`src/rtl/mouse_slave_sm_if.sv`:
```
// Byte-level PS/2 transceiver handshakes and movement/button inputs of the emulated mouse.
// The slave modport is the mouse state machine; the master modport is the host/transceiver side.
interface mouse_slave_sm_if;
  logic              SEND_BYTE;
  logic [7:0]        BYTE_TO_SEND;
  logic              BYTE_SENT;
  logic              READ_ENABLE;
  logic [7:0]        BYTE_READ;
  logic [1:0]        BYTE_ERROR_CODE;
  logic              BYTE_READY;
  logic              MOVE_VALID;
  logic signed [8:0] MOVE_DX;
  logic signed [8:0] MOVE_DY;
  logic [2:0]        BUTTONS;
  logic              STREAMING;
  logic              PACKET_SENT;
  logic [3:0]        CURR_STATE;

  modport slave (
    output SEND_BYTE, BYTE_TO_SEND, READ_ENABLE, STREAMING, PACKET_SENT, CURR_STATE,
    input  BYTE_SENT, BYTE_READ, BYTE_ERROR_CODE, BYTE_READY,
    input  MOVE_VALID, MOVE_DX, MOVE_DY, BUTTONS
  );

  modport master (
    input  SEND_BYTE, BYTE_TO_SEND, READ_ENABLE, STREAMING, PACKET_SENT, CURR_STATE,
    output BYTE_SENT, BYTE_READ, BYTE_ERROR_CODE, BYTE_READY,
    output MOVE_VALID, MOVE_DX, MOVE_DY, BUTTONS
  );
endinterface

```
`src/rtl/mouse_slave_sm.sv`:
```
// Device-side PS/2 mouse: answers host commands and streams 3-byte movement packets.
// Optional inter-packet rate limit enabled by defining MOUSE_SLAVE_RATE_LIMIT_EN.
module mouse_slave_sm #(
  parameter int SELFTEST_DELAY = 50000,
  parameter int PACKET_GAP     = 500000
) (
  input logic           CLK,
  input logic           RESET,
  mouse_slave_sm_if.slave bus
);
  localparam logic [3:0] S_IDLE     = 4'h0, S_ACK_SEND = 4'h1, S_ACK_WAIT = 4'h2,
                         S_SELFTEST = 4'h3, S_BAT_SEND = 4'h4, S_BAT_WAIT = 4'h5,
                         S_ID_SEND  = 4'h6, S_ID_WAIT  = 4'h7, S_ST_SEND  = 4'h8,
                         S_ST_WAIT  = 4'h9, S_DX_SEND  = 4'hA, S_DX_WAIT  = 4'hB,
                         S_DY_SEND  = 4'hC, S_DY_WAIT  = 4'hD;
`ifdef MOUSE_SLAVE_RATE_LIMIT_EN
  localparam logic [3:0] S_GAP = 4'hE;
`endif
  localparam int CNT_MAX = (SELFTEST_DELAY > PACKET_GAP) ? SELFTEST_DELAY : PACKET_GAP;
  localparam int CNT_W   = $clog2(CNT_MAX + 1);
  localparam logic [CNT_W-1:0] SELFTEST_LAST = CNT_W'(SELFTEST_DELAY - 1);
`ifdef MOUSE_SLAVE_RATE_LIMIT_EN
  localparam logic [CNT_W-1:0] GAP_LAST = CNT_W'(PACKET_GAP - 1);
`endif
  localparam logic signed [9:0] SAT_HI = 10'sd255;
  localparam logic signed [9:0] SAT_LO = -10'sd256;

  logic [3:0]        state, state_n;
  logic [CNT_W-1:0]  cnt;
  logic              send_byte_r, read_en_r, streaming_r, pkt_sent_r;
  logic [7:0]        byte_r, byte_n;
  logic signed [8:0] acc_x, acc_y, base_x, base_y;
  logic              ovf_x, ovf_y;
  logic [9:0]        sum_x, sum_y;
  logic [2:0]        last_btn, pkt_btn;
  logic [7:0]        cmd_q, ack_cmd, pkt_st, pkt_dx, pkt_dy;
  logic              cmd_ok, ack_ok, abort_q, abort;
  logic              rd_new, in_pkt, pkt_pending, enter_ack, capture, pkt_done, load, clr_all;

  // {overflow, saturated 9-bit sum} of two signed movement values
  function automatic logic [9:0] sat_add(input logic signed [8:0] a, input logic signed [8:0] b);
    logic signed [9:0] s;
    s = $signed({a[8], a}) + $signed({b[8], b});
    if (s > SAT_HI)      return {1'b1, 9'h0FF};
    else if (s < SAT_LO) return {1'b1, 9'h100};
    else                 return {1'b0, s[8:0]};
  endfunction

  function automatic logic rd_state(input logic [3:0] s);
    logic r;
    r = (s == S_IDLE) || (s >= S_ST_SEND && s <= S_DY_WAIT);
`ifdef MOUSE_SLAVE_RATE_LIMIT_EN
    r = r || (s == S_GAP);
`endif
    return r;
  endfunction

  always_comb begin
    state_n     = state;
    enter_ack   = 1'b0;
    capture     = 1'b0;
    pkt_done    = 1'b0;
    load        = 1'b0;
    byte_n      = 8'h00;
    in_pkt      = (state >= S_ST_SEND) && (state <= S_DY_WAIT);
    rd_new      = bus.BYTE_READY && rd_state(state);
    abort       = abort_q || (rd_new && in_pkt);
    ack_cmd     = rd_new ? bus.BYTE_READ : cmd_q;
    ack_ok      = rd_new ? (bus.BYTE_ERROR_CODE == 2'b00) : cmd_ok;
    pkt_pending = streaming_r && (acc_x != 9'sd0 || acc_y != 9'sd0 || bus.BUTTONS != last_btn);
    case (state)
      S_IDLE:     if (rd_new) enter_ack = 1'b1;
                  else if (pkt_pending) begin
                    capture = 1'b1;
                    state_n = S_ST_SEND;
                  end
      S_ACK_SEND: begin
                    load    = 1'b1;
                    byte_n  = cmd_ok ? 8'hFA : 8'hFE;
                    state_n = S_ACK_WAIT;
                  end
      S_ACK_WAIT: if (bus.BYTE_SENT) begin
                    if (cmd_ok && cmd_q == 8'hFF)      state_n = S_SELFTEST;
                    else if (cmd_ok && cmd_q == 8'hF2) state_n = S_ID_SEND;
                    else                               state_n = S_IDLE;
                  end
      S_SELFTEST: if (cnt == SELFTEST_LAST) state_n = S_BAT_SEND;
      S_BAT_SEND: begin load = 1'b1; byte_n = 8'hAA; state_n = S_BAT_WAIT; end
      S_BAT_WAIT: if (bus.BYTE_SENT) state_n = S_ID_SEND;
      S_ID_SEND:  begin load = 1'b1; byte_n = 8'h00; state_n = S_ID_WAIT; end
      S_ID_WAIT:  if (bus.BYTE_SENT) state_n = S_IDLE;
      S_ST_SEND, S_DX_SEND, S_DY_SEND:
                  if (abort) enter_ack = 1'b1;
                  else begin
                    load    = 1'b1;
                    byte_n  = (state == S_ST_SEND) ? pkt_st : (state == S_DX_SEND) ? pkt_dx : pkt_dy;
                    state_n = state + 4'd1;
                  end
      S_ST_WAIT, S_DX_WAIT:
                  if (bus.BYTE_SENT) begin
                    if (abort) enter_ack = 1'b1;
                    else       state_n = state + 4'd1;
                  end
      S_DY_WAIT:  if (bus.BYTE_SENT) begin
                    if (abort) enter_ack = 1'b1;
                    else begin
                      pkt_done = 1'b1;
`ifdef MOUSE_SLAVE_RATE_LIMIT_EN
                      state_n  = S_GAP;
`else
                      state_n  = S_IDLE;
`endif
                    end
                  end
`ifdef MOUSE_SLAVE_RATE_LIMIT_EN
      S_GAP:      if (rd_new) enter_ack = 1'b1;
                  else if (cnt == GAP_LAST) state_n = S_IDLE;
`endif
      default:    state_n = S_IDLE;
    endcase
    if (enter_ack) state_n = S_ACK_SEND;
    clr_all = enter_ack && ack_ok && (ack_cmd == 8'hFF);
    // A sample arriving in the capture cycle lands in the freshly cleared accumulator
    base_x  = capture ? 9'sd0 : acc_x;
    base_y  = capture ? 9'sd0 : acc_y;
    sum_x   = sat_add(base_x, bus.MOVE_DX);
    sum_y   = sat_add(base_y, bus.MOVE_DY);
  end

  always_ff @(posedge CLK) begin
    if (!RESET) begin
      state       <= S_IDLE;
      cnt         <= '0;
      send_byte_r <= 1'b0;
      byte_r      <= 8'h00;
      read_en_r   <= 1'b0;
      streaming_r <= 1'b0;
      pkt_sent_r  <= 1'b0;
      acc_x       <= 9'sd0;
      acc_y       <= 9'sd0;
      ovf_x       <= 1'b0;
      ovf_y       <= 1'b0;
      last_btn    <= 3'b000;
      cmd_q       <= 8'h00;
      cmd_ok      <= 1'b0;
      abort_q     <= 1'b0;
    end else begin
      state       <= state_n;
      cnt         <= (state_n != state) ? '0 : cnt + 1'b1;
      send_byte_r <= load;
      if (load) byte_r <= byte_n;
      read_en_r   <= rd_state(state_n);
      pkt_sent_r  <= pkt_done;
      if (pkt_done) last_btn <= pkt_btn;
      if (rd_new && in_pkt) begin
        cmd_q   <= bus.BYTE_READ;
        cmd_ok  <= (bus.BYTE_ERROR_CODE == 2'b00);
        abort_q <= 1'b1;
      end
      if (enter_ack) begin
        cmd_q   <= ack_cmd;
        cmd_ok  <= ack_ok;
        abort_q <= 1'b0;
        if (ack_ok) begin
          case (ack_cmd)
            8'hF4:               streaming_r <= 1'b1;
            8'hF5, 8'hF6, 8'hFF: streaming_r <= 1'b0;
            default: ;
          endcase
        end
      end
      if (clr_all) begin
        acc_x <= 9'sd0;
        acc_y <= 9'sd0;
        ovf_x <= 1'b0;
        ovf_y <= 1'b0;
      end else if (streaming_r && bus.MOVE_VALID) begin
        acc_x <= sum_x[8:0];
        acc_y <= sum_y[8:0];
        ovf_x <= (ovf_x && !capture) || sum_x[9];
        ovf_y <= (ovf_y && !capture) || sum_y[9];
      end else if (capture) begin
        acc_x <= 9'sd0;
        acc_y <= 9'sd0;
        ovf_x <= 1'b0;
        ovf_y <= 1'b0;
      end
    end
  end

  always_ff @(posedge CLK) begin
    if (capture) begin
      pkt_st  <= {ovf_y, ovf_x, acc_y[8], acc_x[8], 1'b1, bus.BUTTONS};
      pkt_dx  <= acc_x[7:0];
      pkt_dy  <= acc_y[7:0];
      pkt_btn <= bus.BUTTONS;
    end
  end

  assign bus.SEND_BYTE    = send_byte_r;
  assign bus.BYTE_TO_SEND = byte_r;
  assign bus.READ_ENABLE  = read_en_r;
  assign bus.STREAMING    = streaming_r;
  assign bus.PACKET_SENT  = pkt_sent_r;
  assign bus.CURR_STATE   = state;
endmodule

```
`src/flat_wrapper.sv`:
```
// flat-port wrapper written by rule: the top's interface ports become plain ports
module mouse_slave_sm_flat 
#(
  parameter int SELFTEST_DELAY = 50000,
  parameter int PACKET_GAP     = 500000
)
  (CLK, RESET, bus_SEND_BYTE, bus_BYTE_TO_SEND, bus_READ_ENABLE, bus_STREAMING, bus_PACKET_SENT, bus_CURR_STATE, bus_BYTE_SENT, bus_BYTE_READ, bus_BYTE_ERROR_CODE, bus_BYTE_READY, bus_MOVE_VALID, bus_MOVE_DX, bus_MOVE_DY, bus_BUTTONS);
  mouse_slave_sm_if bus_i ();
  input logic CLK;
  input logic RESET;
  output wire logic [$bits(bus_i.SEND_BYTE)-1:0] bus_SEND_BYTE;
  output wire logic [$bits(bus_i.BYTE_TO_SEND)-1:0] bus_BYTE_TO_SEND;
  output wire logic [$bits(bus_i.READ_ENABLE)-1:0] bus_READ_ENABLE;
  output wire logic [$bits(bus_i.STREAMING)-1:0] bus_STREAMING;
  output wire logic [$bits(bus_i.PACKET_SENT)-1:0] bus_PACKET_SENT;
  output wire logic [$bits(bus_i.CURR_STATE)-1:0] bus_CURR_STATE;
  input wire logic [$bits(bus_i.BYTE_SENT)-1:0] bus_BYTE_SENT;
  input wire logic [$bits(bus_i.BYTE_READ)-1:0] bus_BYTE_READ;
  input wire logic [$bits(bus_i.BYTE_ERROR_CODE)-1:0] bus_BYTE_ERROR_CODE;
  input wire logic [$bits(bus_i.BYTE_READY)-1:0] bus_BYTE_READY;
  input wire logic [$bits(bus_i.MOVE_VALID)-1:0] bus_MOVE_VALID;
  input wire logic [$bits(bus_i.MOVE_DX)-1:0] bus_MOVE_DX;
  input wire logic [$bits(bus_i.MOVE_DY)-1:0] bus_MOVE_DY;
  input wire logic [$bits(bus_i.BUTTONS)-1:0] bus_BUTTONS;
  assign bus_SEND_BYTE = bus_i.SEND_BYTE;
  assign bus_BYTE_TO_SEND = bus_i.BYTE_TO_SEND;
  assign bus_READ_ENABLE = bus_i.READ_ENABLE;
  assign bus_STREAMING = bus_i.STREAMING;
  assign bus_PACKET_SENT = bus_i.PACKET_SENT;
  assign bus_CURR_STATE = bus_i.CURR_STATE;
  assign bus_i.BYTE_SENT = bus_BYTE_SENT;
  assign bus_i.BYTE_READ = bus_BYTE_READ;
  assign bus_i.BYTE_ERROR_CODE = bus_BYTE_ERROR_CODE;
  assign bus_i.BYTE_READY = bus_BYTE_READY;
  assign bus_i.MOVE_VALID = bus_MOVE_VALID;
  assign bus_i.MOVE_DX = bus_MOVE_DX;
  assign bus_i.MOVE_DY = bus_MOVE_DY;
  assign bus_i.BUTTONS = bus_BUTTONS;
  mouse_slave_sm #(.SELFTEST_DELAY(SELFTEST_DELAY), .PACKET_GAP(PACKET_GAP)) u_core (.CLK(CLK), .RESET(RESET), .bus(bus_i));
endmodule
```
`config.mk`:
```
export PLATFORM = sky130hd
export DESIGN_NAME = mouse_slave_sm_flat
export DESIGN_NICKNAME = d
export VERILOG_FILES = /design/src/rtl/mouse_slave_sm_if.sv /design/src/rtl/mouse_slave_sm.sv /design/src/flat_wrapper.sv
export SDC_FILE = /design/constraint.sdc
export NUM_CORES = 1
export LEC_CHECK = 0
export ABC_AREA = 1
export CORE_MARGIN = 1
export CORE_UTILIZATION = 58
export CTS_BUF_LIST = sky130_fd_sc_hd__clkbuf_16
export DETAILED_ROUTE_END_ITERATION = 10
export PLACE_DENSITY = 0.83
export SLEW_MARGIN = 40
export SYNTH_ARGS = -nofsm -noshare
export SYNTH_HDL_FRONTEND = slang
export SYNTH_SLANG_ARGS = --single-unit
```
`constraint.sdc`:
```
create_clock -name CLK -period 4.4 [get_ports CLK]
set_input_delay 0.44 -clock CLK [delete_from_list [all_inputs] [get_ports CLK]]
set_output_delay 0.44 -clock CLK [all_outputs]
set_load 0.02 [all_outputs]
```
=== Word-level counts from Yosys, hierarchy flattened ===
Cells that the tools add are included.

* Equal/unequal tests: 22
* Reductions and logical operators: 37
* Add/subtract/negate cells: 4
* Order comparisons: 8
* Bitwise gates (word level): 1
* Multiplexer cells: 48

{| class="wikitable"
|+ Operators with widths
! kind !! number
|-
| $eq 8x8->1 const B || 6
|-
| $mux 4 || 12
|-
| $mux 8 || 6
|-
| $pmux 4 s11 || 1
|-
| $mux 10 || 4
|-
| $mux 9 || 4
|-
| $eq 4x4->1 const B || 6
|-
| $pmux 8 s3 || 1
|-
| $add 9x9->10 || 2
|-
| $gt 10x9->1 const B || 2
|-
| $lt 10x9->1 const B || 2
|-
| $add 19x1->19 const B || 1
|-
| $eq 19x16->1 const B || 1
|-
| $reduce_bool 9->1 || 2
|-
| $eq 4x3->1 const B || 4
|-
| $mux 1 || 15
|-
| $logic_and 1x1->1 || 12
|-
| $reduce_or 3->1 || 4
|-
| $eq 4x2->1 const B || 2
|-
| $ge 4x4->1 const B || 2
|-
| $le 4x4->1 const B || 2
|-
| $logic_not 4->1 || 2
|-
| $reduce_or 2->1 || 4
|-
| $logic_or 1x1->1 || 7
|-
| other kinds (12) || 16
|}

* Output and inout port bits: 16
* Bits in registers: 94
* Logic and storage cells: 139

=== Depth between registers and ports, before layout ===
Gate-level depths: netlist (run 1).

* Depth after elaboration: 14
* Depth in mapped cells: 25

=== Worst setup path before layout (run 1) ===
OpenSTA, ideal clock, no wires.

* Kind: register -> register
* Start point: register u_core.state[1], in the netlist u_core.bus.CURR_STATE[1]
* End point: register u_core.acc_x[0]
* Path slack: 0.964 ns
* Data required time: 4.283 ns
* Path buffers: 1
* Data arrival time: 3.319 ns
* Setup time: 0.117 ns
* Stages on the path, launching flop included: 24
* Cell sequence: dfxtp_1 inv_1 ha_1 nor2_1 nand2_1 nand2_4 nand2_4 nor2_2 nand3_2 clkbuf_1 nand2_1 inv_1 ha_1 a21o_1 nand2_1 nand2_1 a21oi_1 o21ai_0 nand2_1 nand2_1 o21ai_0 nand2_1 a21oi_1 nor2_1

* Longest elaborated chain between the ends: 12

{| class="wikitable"
|+ Ends and longest elaborated chain
! item !! line !! RTL
|-
| start: declaration || mouse_slave_sm.sv:28 || <nowiki>logic [3:0] state, state_n;</nowiki>
|-
| start signal: assignment || mouse_slave_sm.sv:148 || <nowiki>state <= state_n;</nowiki>
|-
| $ge 4x4->1 / $le 4x4->1 (equally long branches) || mouse_slave_sm.sv:51, mouse_slave_sm.sv:65 ||
|-
| $logic_and 1x1->1 || mouse_slave_sm.sv:51, mouse_slave_sm.sv:65 ||
|-
| $logic_or 1x1->1 || mouse_slave_sm.sv:51 || <nowiki>r = (s == S_IDLE) || (s >= S_ST_SEND && s <= S_DY_WAIT);</nowiki>
|-
| $logic_and 1x1->1 || mouse_slave_sm.sv:66 || <nowiki>rd_new = bus.BYTE_READY && rd_state(state);</nowiki>
|-
| $mux 1 / $logic_and 1x1->1 (equally long branches) || mouse_slave_sm.sv:72, mouse_slave_sm.sv:67 ||
|-
| $mux 1 / $logic_or 1x1->1 (equally long branches) || mouse_slave_sm.sv:71, mouse_slave_sm.sv:67 ||
|-
| $mux 9 / $mux 1 (equally long branches) || n/a ||
|-
| $add 9x9->10 / $mux 1 (equally long branches) || mouse_slave_sm.sv:43, mouse_slave_sm.sv:104 ||
|-
| $lt 10x9->1 / $pmux 1 s3 (equally long branches) || mouse_slave_sm.sv:45, mouse_slave_sm.sv:71 ||
|-
| $mux 10 / $logic_and 1x1->1 (equally long branches) || mouse_slave_sm.sv:45, mouse_slave_sm.sv:122 ||
|-
| $mux 10 / $logic_and 1x1->1 (equally long branches) || mouse_slave_sm.sv:44, mouse_slave_sm.sv:122 ||
|-
| $mux 9 / $reduce_or 2->1 (equally long branches) || n/a ||
|-
| end signal: assignment || mouse_slave_sm.sv:178 || <nowiki>acc_x <= sum_x[8:0];</nowiki>
|-
| end: declaration || mouse_slave_sm.sv:32 || <nowiki>logic signed [8:0] acc_x, acc_y, base_x, base_y;</nowiki>
|}

Parallel ways exist; a longest one is shown, timed or not.
A chain may end at the register's enable or synchronous reset.

=== Worst setup path in the final report (run 1) ===
* Start point: register u_core.state[1], in the netlist u_core.bus.CURR_STATE[1]
* End point: register u_core.ovf_y

* Longest elaborated chain between the ends: 13

{| class="wikitable"
|+ Ends and longest elaborated chain
! item !! line !! RTL
|-
| $ge 4x4->1 / $le 4x4->1 (equally long branches) || mouse_slave_sm.sv:51, mouse_slave_sm.sv:65 ||
|-
| $logic_and 1x1->1 || mouse_slave_sm.sv:51, mouse_slave_sm.sv:65 ||
|-
| $logic_or 1x1->1 || mouse_slave_sm.sv:51 ||
|-
| $logic_and 1x1->1 || mouse_slave_sm.sv:66 ||
|-
| $mux 1 || mouse_slave_sm.sv:72 || <nowiki>S_IDLE: if (rd_new) enter_ack = 1'b1;</nowiki>
|-
| $mux 1 || mouse_slave_sm.sv:71 || <nowiki>case (state)</nowiki>
|-
| $mux 9 || n/a ||
|-
| $add 9x9->10 || mouse_slave_sm.sv:43 || <nowiki>s = $signed({a[8], a}) + $signed({b[8], b});</nowiki>
|-
| $lt 10x9->1 || mouse_slave_sm.sv:45 || <nowiki>else if (s < SAT_LO) return {1'b1, 9'h100};</nowiki>
|-
| $mux 10 || mouse_slave_sm.sv:45 ||
|-
| $mux 10 || mouse_slave_sm.sv:44 || <nowiki>if (s > SAT_HI) return {1'b1, 9'h0FF};</nowiki>
|-
| $logic_or 1x1->1 || mouse_slave_sm.sv:181 || <nowiki>ovf_y <= (ovf_y && !capture) || sum_y[9];</nowiki>
|-
| $mux 1 || mouse_slave_sm.sv:177 || <nowiki>end else if (streaming_r && bus.MOVE_VALID) begin</nowiki>
|-
| end signal: assignment || mouse_slave_sm.sv:181 ||
|-
| end: declaration || mouse_slave_sm.sv:33 || <nowiki>logic ovf_x, ovf_y;</nowiki>
|}

Parallel ways exist; a longest one is shown, timed or not.

==> results by stage, run 1 <==
Pwr:
- The proportion of power drawn by flip-flops and latches is 45.8%.
- The share of total power in combinational logic is 14.5%.
- For this design the ratio of total power to cell area is approximately 310 nW/um^2.
- Of the total power, the share spent switching nets is between 20% and 30%.
- Of the total power, the clock network draws approximately two fifths.
- The total power after layout is 0.00196 W.
- The internal power of the cells is 0.00143 W.
- Summed over all nets, the switching power comes to 0.000524 W.
- Summed over all cells, the static leakage comes to just under 3 nW.
- The worst-case IR drop observed on VDD is 0.260 mV.

Logic synthesis:
- The count of flip-flops with a built-in enable after synthesis is 23.
- The share of synthesized area occupied by flip-flops and latches is 37.7%.
- The post-synthesis cell type count is 43.
- The number of synthesis warnings is 0.
- The top cell type by area accounts for 25.0% of the synthesized area.
- By area the synthesized netlist is led by dfxtp_1 25%, edfxtp_1 13%, nand2_1 12%.
- By instance count, the leading cell after synthesis is nand2_1.
- The dominant cell type by area after synthesis is dfxtp_1.
- The number of nets in the synthesized netlist is 812.
- The post-synth design cell area is 5440 um^2.
- Ranked by instance count, the synthesized netlist is headed by 175 x nand2_1, 119 x inv_1, 82 x nor2_1, 68 x dfxtp_1, 48 x nand3_1.
- The average footprint of a synthesized cell is 7.26 um^2.
- The post-synthesis async set-or-reset flop share is 0%.
- The dominant register cell in the synthesized netlist is dfxtp_1.
- Counting flops and latches in the post-synthesis netlist gives 91.
- The cell count after synthesis is 750.

Job:
- Max-cap violations in this run came to 0.

Clock network:
- The clock insertion delay at the later pin of the skew report is around 0.34 ns.
- The total clock buffers created by CTS is 9.
- No sink is reached through more buffers than the 2 on the longest clock path.
- Clock-pin slew was measured on the worst setup and hold paths at about 0.07 ns.
- The number of hold buffers added after CTS was 0.
- The cell at the root of the clock tree is clkbuf_16.
- The clock sink count is 91.
- The clock tree from TritonCTS is built.
- The H-tree level count is 3.

GRT:
- The via count of the first global-routing pass is 4671.
- Entering global routing, the biggest net connects 24 pins.
- The sum of overflow across all layers after global routing is 0.
- The initial antenna violation count came to 0.
- The wire length of the first global-routing pass is around 21 mm.
- Global routing used a little over a quarter of the available tracks across all layers.

Floorplan:
- In this run the horizontal extent of the chip is slightly below 100 um.
- The initialized floorplan defines 34 standard-cell rows.
- The initial utilization of the core area, before any placement, comes to 61.2%.
- 52 I/O pins were placed.
- The die outline area is 9780 um^2.
- The vertical extent of the die is between 90 and 100 um.
- The region available for standard cell placement spans 8890 um^2.

STA:
- Setup repair after global routing left no endpoint under its margin.
- Derived from the worst setup path, the maximum achievable clock frequency is 251 MHz.
- The worst path needs a little under 4 ns of the cycle, external delays included.
- Across the routed clock network, the largest skew measured is around 0.0095 ns.
- The number of slew-limit violations in the final report is 0.
- Across all hold checks on the routed design, the worst slack comes to 0.453 ns.
- The count of endpoints failing setup in the final report is 0.
- For the pin with the worst max-slew slack, the measured transition is roughly 0.8 ns.
- Headroom to the max-slew limit came out at 46.1%.
- In the finished design, the share of the clock period the worst path needs comes to 90.4%.
- In the final timing run, aggregate negative setup slack is 0 ns.
- The number of failing hold endpoints at the final stage came to 0.

Placed design:
- Once detailed placement completed, the half-perimeter wirelength came to approximately 9.5 mm.
- The global placement routability congestion is 0.927.
- Input and output buffers added on the ports amount to 51.
- The cell area reported after detailed placement is approximately 6000 um^2.

Layout:
- The final net count is 860.
- The number of antenna cells inserted is 0.
- The fraction of layout instances using a drive strength above 1 is 7.10%.
- The layout overhead on the synthesized area is 15.7%.
- The post-route cell area is between 6000 and 7000 um^2.

Drt:
- The total detailed-routing wirelength is 12.5 mm.
- The overall via count from detail_route is 4889.
- The post-detailed-route count of antenna-violating nets is 0.
- In the routed design, unresolved DRC markers number 0.
- The initial DRC count is 226.
- The first TritonRoute pass finished after 5 iterations.
- After detailed routing, the number of vias per cell comes to 5.37.
- In the final routed layout, each cell accounts on average for about 14 um.

Setup path:
- For flop-to-flop paths, the worst setup slack is 0.42 ns.
- The critical path is of the register to register type.
- At the worst endpoint, the required time is 4.66 ns.
- The count of buffering cells on the critical path with inverters included is 3.
- The slowest cell on the critical path is dfxtp_1.
- The startpoint identified for the worst register-to-register timing path is u_core.bus.CURR_STATE[1]$_SDFF_PN0_.
- The critical register-to-register path endpoint is u_core.ovf_y$_SDFFE_PP0P_.
- The cell family contributing the most delay on the critical path is simple AND/OR/NAND/NOR gates.
- Walking the worst path, the cells encountered are inv_1 > ha_1 > inv_1 > nor2_4 > nand2_2 > nand2_4 > nor2_2 > nand3_4 > nand2_1 > inv_1 > ha_1 > a21o_1 > nand2_1 > nand2_1 > a21oi_1 > o21ai_0 > nand2_1 > nand2_1 > o21ai_0 > nand2_1 > nand2_1 > nand2_1 > a21oi_1.
- The cell seen most often among critical-path stages is nand2_1.
- In this design, the stage delay of the slowest critical-path cell is 0.50 ns.
- Data arrives at the worst endpoint at 4.24 ns.
- The worst register-to-register path has a depth of 23.
- Along the worst path, the maximum fanout reaches 22.
- STA classifies the critical path endpoint as a register.
- The worst setup path is launched from a register.

Worst hold path:
- The worst hold endpoint is u_core.pkt_st[7]$_DFFE_PP_.
- The class of the tightest hold or removal check is register to register.
- The startpoint identified for the worst hold timing path is u_core.ovf_y$_SDFFE_PP0P_.
- The worst hold path was traced through 0 stages.

Outcome:
- The run finished with clean final reports.
[sequential cells by signal (all words and copies together) (netlist names), 2 cells and up]
signal / count
u_core.acc_x: 9
u_core.acc_y: 9
u_core.bus.BYTE_TO_SEND: 8
u_core.bus.CURR_STATE: 4
u_core.cmd_q: 8
u_core.cnt: 19
u_core.last_btn: 3
u_core.pkt_btn: 2
u_core.pkt_dx: 8
u_core.pkt_dy: 8
u_core.pkt_st: 5
[layer usage]
metal | global-route usage [%] | part of all wire (%)
met1 | 31.2 | 44
met3 | 4.04 | 3.3
met5 | 0 | 0
met4 | 10.8 | 2.7
met2 | 47.3 | 50
[cells in the final DEF (no fill, tap or decap), types with 4 or more instances in the layout]
cell and count:
nand2_1 175, a21oi_1 44, edfxtp_1 23, nand4_1 7, xor2_1 23, nor2_1 82
clkdlybuf4s50_1 51, inv_1 119, nand3_1 48, inv_2 6, o21ai_0 20, nor3_1 15
clkbuf_16 9, xnor2_1 5, dfxtp_1 68, or2_2 4, nand2_4 6, o211ai_1 10
nor2_4 12, o21ai_1 16, ha_1 24
[power by group through the flow]
stage | combinational (W) | clock, W | sequential (W)
final | 0.000283 | 0.000777 | 0.000896
after global routing | 0.000314 | 0.000821 | 0.000898
after CTS | 0.000282 | 0.000783 | 0.000895
after detailed placement | 0.000281 | 0 | 0.000914
after global placement | 0.000275 | 0 | 0.000913
after floorplan | 0.000181 | 0 | 0.000925
[per-stage QoR]
stage | cells | setup WS [ns] | util [%]
4_1_cts | 911 | 0.333 | 70.7
5_1_grt | 911 | 0.0818 | 70.8
3_3_place_gp | 895 | 0.516 | 67.4
2_1_floorplan | 750 | 0.964 | -
6_report | 911 | 0.422 | 70.8
3_5_place_dp | 895 | 0.367 | 67.4
[what timing repair did]
item                       in CTS  in global routing
setup endpoints to repair       0                 14
buffers inserted                0                  0
resized for setup               0                  1
[cell families after synthesis]
| group | count (synthesis) | synth area share [%] |
|---|---|---|
| xor gates and xnor gates | 28 | 4.50 |
| adders and majority gates | 26 | 6.25 |
| AOI/OAI and AO/OA | 104 | 10.8 |
| buffers and inverters | 140 | 10.6 |
| and+or+nand+nor | 361 | 30.1 |
| DFF | 91 | 37.7 |
[cell type report]
| cell class | count | area (um^2) |
|---|---|---|
| Timing Repair Buffer | 51 | 510 |
| Fill cell | 738 | 2590 |
| Tap cell | 108 | 135 |
| Inverter | 126 | 475 |
| Multi-Input combinational cell | 519 | 2820 |
| Clock inverter | 7 | 73.8 |
| Sequential cell | 91 | 2050 |
| Clock buffer | 9 | 225 |
[worst max path at each step]
stage | from | endpoint | cells past startpoint
finish | u_core.bus.CURR_STATE[1]$_SDFF_PN0_ | u_core.ovf_y$_SDFFE_PP0P_ | 23
floorplan | u_core.bus.CURR_STATE[1]$_SDFF_PN0_ | u_core.acc_x[0]$_SDFF_PP0_ | 23
global route | u_core.bus.CURR_STATE[1]$_SDFF_PN0_ | u_core.ovf_x$_SDFFE_PP0P_ | 23
global placement | u_core.bus.CURR_STATE[1]$_SDFF_PN0_ | u_core.acc_x[0]$_SDFF_PP0_ | 22
CTS | u_core.bus.CURR_STATE[1]$_SDFF_PN0_ | u_core.ovf_y$_SDFFE_PP0P_ | 23
detailed placement | u_core.bus.CURR_STATE[1]$_SDFF_PN0_ | u_core.ovf_y$_SDFFE_PP0P_ | 23
No activity file was read; power rests on OpenSTA's default activity.
==> inputs of run 2 (changes only) <==
Settings changed: ABC_CLOCK_PERIOD_IN_PS set to 4400.
==> results of run 2 <==
Same layout as run 1: the final DEF is identical, and so are final timing and power.
==> inputs of run 3 (changes only) <==
Settings changed: HOLD_SLACK_MARGIN set to 0.05.
==> results of run 3 <==
Same layout as run 1: the final DEF is identical, and so are final timing and power.
